File: src/rtl/popcount_seq.sv
// Sequential population counter: accepts a WIDTH-bit word and counts its ones CHUNK bits per clock.
// Optional saturating running total of all delivered counts, enabled by defining POPCOUNT_ACCUM_EN.
module popcount_seq #(
  parameter int WIDTH = 32,
  parameter int CHUNK = 8
`ifdef POPCOUNT_ACCUM_EN
  ,
  parameter int ACC_W = 16
`endif
) (
  input  logic                     clk,
  input  logic                     rst,
`ifdef POPCOUNT_ACCUM_EN
  input  logic                     acc_clr,
  output logic [ACC_W-1:0]         acc_total,
`endif
  input  logic                     in_valid,
  output logic                     in_ready,
  input  logic [WIDTH-1:0]         in_data,
  output logic                     out_valid,
  input  logic                     out_ready,
  output logic [$clog2(WIDTH+1)-1:0] out_count
);

  localparam int CW = $clog2(WIDTH + 1);
  localparam int N  = WIDTH / CHUNK;
  localparam int IW = (N > 1) ? $clog2(N) : 1;
  localparam logic [IW-1:0] LAST = IW'(N - 1);

  localparam logic [1:0] S_IDLE  = 2'd0;
  localparam logic [1:0] S_COUNT = 2'd1;
  localparam logic [1:0] S_DONE  = 2'd2;

  function automatic logic [CW-1:0] chunk_pc(input logic [CHUNK-1:0] c);
    logic [CW-1:0] s;
    s = '0;
    for (int i = 0; i < CHUNK; i++) s = s + CW'(c[i]);
    return s;
  endfunction

  logic [1:0]       state_q, state_d;
  logic [WIDTH-1:0] shift_q, shift_d;
  logic [CW-1:0]    sum_q, sum_d;
  logic [IW-1:0]    idx_q, idx_d;
  logic             out_valid_q, out_valid_d;
  logic [CW-1:0]    out_count_q, out_count_d;
  logic [CW-1:0]    chunk_sum;
  logic             accept;

  // Held low during reset so nothing is accepted while the block is being cleared.
  assign in_ready  = !rst && ((state_q == S_IDLE) || ((state_q == S_DONE) && out_ready));
  assign accept    = in_valid && in_ready;
  assign out_valid = out_valid_q;
  assign out_count = out_count_q;

  always_comb begin
    state_d     = state_q;
    shift_d     = shift_q;
    sum_d       = sum_q;
    idx_d       = idx_q;
    out_valid_d = out_valid_q;
    out_count_d = out_count_q;
    chunk_sum   = sum_q + chunk_pc(shift_q[CHUNK-1:0]);
    case (state_q)
      S_IDLE: begin
        if (accept) begin
          shift_d = in_data;
          sum_d   = '0;
          idx_d   = '0;
          state_d = S_COUNT;
        end
      end
      S_COUNT: begin
        sum_d   = chunk_sum;
        shift_d = shift_q >> CHUNK;
        idx_d   = idx_q + 1'b1;
        if (idx_q == LAST) begin
          out_count_d = chunk_sum;
          out_valid_d = 1'b1;
          state_d     = S_DONE;
        end
      end
      S_DONE: begin
        if (out_ready) begin
          out_valid_d = 1'b0;
          if (accept) begin
            shift_d = in_data;
            sum_d   = '0;
            idx_d   = '0;
            state_d = S_COUNT;
          end else begin
            state_d = S_IDLE;
          end
        end
      end
      default: state_d = S_IDLE;
    endcase
  end

  always_ff @(posedge clk or posedge rst) begin
    if (rst) begin
      state_q     <= S_IDLE;
      idx_q       <= '0;
      out_valid_q <= 1'b0;
      out_count_q <= '0;
    end else begin
      state_q     <= state_d;
      idx_q       <= idx_d;
      out_valid_q <= out_valid_d;
      out_count_q <= out_count_d;
    end
  end

  // Working data is always reloaded on accept, so it needs no reset.
  always_ff @(posedge clk) begin
    shift_q <= shift_d;
    sum_q   <= sum_d;
  end

`ifdef POPCOUNT_ACCUM_EN
  localparam int SW = ((ACC_W > CW) ? ACC_W : CW) + 1;
  localparam logic [SW-1:0] ACC_MAX = SW'({ACC_W{1'b1}});

  function automatic logic [ACC_W-1:0] sat_add(input logic [ACC_W-1:0] a, input logic [CW-1:0] b);
    logic [SW-1:0] s;
    s = SW'(a) + SW'(b);
    return (s > ACC_MAX) ? {ACC_W{1'b1}} : s[ACC_W-1:0];
  endfunction

  logic [ACC_W-1:0] acc_q, acc_d, acc_base;

  // Clear takes effect before the add when both happen on the same edge.
  always_comb begin
    acc_base = acc_clr ? '0 : acc_q;
    acc_d    = acc_base;
    if (out_valid_q && out_ready) acc_d = sat_add(acc_base, out_count_q);
  end

  always_ff @(posedge clk or posedge rst) begin
    if (rst) acc_q <= '0;
    else     acc_q <= acc_d;
  end

  assign acc_total = acc_q;
`endif

endmodule

File: config.mk
export PLATFORM = sky130hd
export DESIGN_NAME = popcount_seq
export DESIGN_NICKNAME = d
export VERILOG_FILES = /design/src/rtl/popcount_seq.sv
export SDC_FILE = /design/constraint.sdc
export NUM_CORES = 1
export LEC_CHECK = 0
export CAP_MARGIN = 0
export CORE_UTILIZATION = 35
export DETAILED_ROUTE_END_ITERATION = 12
export PLACE_DENSITY = 0.61
export SYNTH_ARGS = -nofsm -noshare
export SYNTH_HDL_FRONTEND = slang
export SYNTH_SLANG_ARGS = --single-unit
File: constraint.sdc
create_clock -name clk -period 4.1 [get_ports clk]
set_input_delay 1.025 -clock clk [delete_from_list [all_inputs] [get_ports clk]]
set_output_delay 1.025 -clock clk [all_outputs]
set_load 0.01 [all_outputs]
==> metrics.txt <==
CP Class flip-flop to flip-flop; Clk pin slew, worst setup/hold paths roughly 0.090 ns; # DRC 0; Site Rows 29; area of the multi-input gates about 800 sq um; post-synthesis sequential area ratio 0.6112; Ant. Diodes 0; die extent in x 83.37 um; Max Clk Rate 286.7 MHz; antenna violations before repair 0; routability cong. 0.7581; Crit. Startpoint shift_q[0]; final instance area approximately 0.0029 sq mm; Critical Path Fanout Max 2; final WL 3995 um; Setup WS pre-CTS 0.6128 ns; PwrDens between 800 and 900 mW/mm^2; CTS Root Cell clkbuf_8; reg-to-reg endpoint sum_q[4]; H-tree depth 2; Critical Path Sink sum_q[4]; Setup WS post-layout 0.6117 ns; clock sink total between 40 and 50; cts repair resizes 0; die extent in y 83.37 um; Required @ worst endpoint 4.16 ns; Initial Util 0.3629; slack of the worst reg-to-reg path approximately 0.6 ns; fillcell total between 600 and 700; Synth Instances between 150 and 200; # hold bufs at CTS 0; Syn Area/Cell about 13 sq um; storage element area roughly 0.0014 sq mm; minimum clock period 3.488 ns; cell area after synthesis around 0.0023 sq mm; final-report hold violation count 0; CTS tree done; RSZ-0062 raised after global routing false; buffers inserted by post-CTS timing repair 0; via count about 1.4k; largest net degree at the start of global routing 34; r2r startpoint shift_q[0]; total track usage 0.1245; type of origin of the critical path flip-flop; period utilization 0.8508; setup TNS 0 ns; Leak Pwr about 1.2 nW; total gr overflow 0; first-pass GRT wire length approximately 6700 um; critical path arrival 3.54 ns; Synth Flop Type edfxtp_1; setup violators final 0; number of detailed-route iterations in the first pass 4; Final Skew 0.005512 ns; Post-synth EDFFs 38; fraction of registers with async set/reset 0.2245; max-slew violation count 0; Area growth syn-to-layout 25.92%; Port Buffers 43; syn nets between 200 and 250; DP HPWL between 2000 and 3000 um; worst hold path class flip-flop to flip-flop; count of cell types in the netlist 24; final net count 271; routed len/inst between 10 and 15 um; headroom to the max-slew limit 0.6085; CORE AREA approximately 0.0064 sq mm; worst-margin pin slew a little under 0.6 ns; Initial DRC Count 68; post-route ant nets 0; peak supply drop 0.5388 mV; DR vias/cell 4.794; Placed Area 0.002828 sq mm; number of global-route vias before repair 1422; status finished, final reports clean; flop and latch count out of synthesis 49; cts bufs inserted 5; Clock Latency Late Sink 0.30 ns; crit path capture type flip-flop; IO Pins 44; MaxCap Viol Count 0; Yosys warnings 0; layout cells sized above 1 0.05357; Clock Tree Buf Depth 2; full die area 0.006950 sq mm; R2R depth 10
[synth_stat cells, types with 2 or more instances]
| library cell | instances | area, sq um |
|---|---|---|
| xnor2_1 | 2 | 17.52 |
| inv_1 | 15 | 56.30 |
| o21ai_0 | 7 | 35.03 |
| a22o_1 | 24 | 210.2 |
| fa_1 | 5 | 100.1 |
| nand2b_1 | 2 | 12.51 |
| buf_2 | 6 | 30.03 |
| nor2_1 | 19 | 71.32 |
| nand2_1 | 12 | 45.04 |
| dfrtp_1 | 11 | 275.3 |
| nor3_1 | 3 | 15.01 |
| nor2b_1 | 3 | 18.77 |
| o31ai_1 | 2 | 15.01 |
| mux2i_1 | 8 | 80.08 |
| clkbuf_1 | 2 | 7.510 |
| o21a_1 | 2 | 15.01 |
| edfxtp_1 | 38 | 1141 |
| ha_1 | 7 | 87.58 |
| a21oi_1 | 5 | 25.02 |
[kinds of logic (layout without fill, tap and decap cells)]
group	count (synthesis)	in the layout	share of synthesized area
AOI/OAI and AO/OA	42	42	0.1361
adders and majority gates	12	12	0.08099
buffers and inverters	24	70	0.04536
muxes	8	8	0.03456
and+or+nand+nor	40	40	0.08045
xor gates and xnor gates	3	3	0.01134
DFF	49	49	0.6112
[metal layers]
layer | wire length [um] | track usage | up-vias
met1 | 1705 | 0.1566 | 670
met3 | 196 | 0.03579 | 7
met2 | 2021 | 0.2012 | 34
met5 | 0 | 0 | -
met4 | 72 | 0.05172 | 0
li1 | - | - | 732
[flip-flops by register name (all words and copies together) (netlist names)]
| register | flops |
|---|---|
| state_q | 2 |
| out_count | 6 |
| shift_q | 32 |
| sum_q | 6 |
| out_valid | 1 |
| idx_q | 2 |
[worst max-delay path, cell delays in order, from the launching register on]
cell	delay, ns
edfxtp_1	0.40
fa_1	0.54
inv_1	0.05
fa_1	0.49
fa_1	0.42
fa_1	0.41
fa_1	0.41
nand2b_1	0.16
a21oi_1	0.15
xnor2_1	0.16
nor2_1	0.06
[area by class of cell]
class | instances | share of cell area
inverters | 15 | 0.01930
repair buffers | 47 | 0.1578
clock buffers | 8 | 0.03087
well taps | 77 | 0.03302
flip-flops and latches | 49 | 0.4854
multi-input cells | 105 | 0.2736
[worst min path at each step]
stage | endpoint | depth (start not counted) | slack, ns | start
6_report | out_count[5] | 2 | 0.49 | out_count[5]
5_1_grt | idx_q[0] | 1 | 0.50 | idx_q[0]
4_1_cts | idx_q[0] | 1 | 0.49 | idx_q[0]
3_5_place_dp | idx_q[0] | 1 | 0.47 | idx_q[0]
3_3_place_gp | idx_q[0] | 1 | 0.46 | idx_q[0]
2_1_floorplan | idx_q[0] | 1 | 0.45 | idx_q[0]
[through the flow]
stage | utilization | hold slack (ns) | power [W] | std cells
after floorplan | - | 0.4461 | 0.001855 | 178
after global placement | 0.4428 | 0.4623 | 0.002191 | 293
after detailed placement | 0.4428 | 0.4684 | 0.002221 | 293
after CTS | 0.4569 | 0.4860 | 0.002526 | 301
after global routing | 0.4569 | 0.5006 | 0.002732 | 301
final | 0.4569 | 0.4855 | 0.002474 | 301
[where the power goes]
| group | total (W) | internal (W) | switching (W) |
|---|---|---|---|
| Clock | 0.000290 | 0.000138 | 0.000152 |
| Sequential | 0.000960 | 0.000864 | 0.0000967 |
| Combinational | 0.00122 | 0.000553 | 0.000671 |
| Total | 0.00247 | 0.00155 | 0.000920 |
[cell usage in the layout (no fill, tap or decap), types with 6 or more instances in the layout]
cell and n:
dfrtp_1 11, nor2_1 19, clkdlybuf4s50_1 43, inv_1 15, nand2_1 12, clkbuf_8 6, a22o_1 24, o21ai_0 7
edfxtp_1 38, mux2i_1 8, ha_1 7
(Power assumes the default switching activity.)
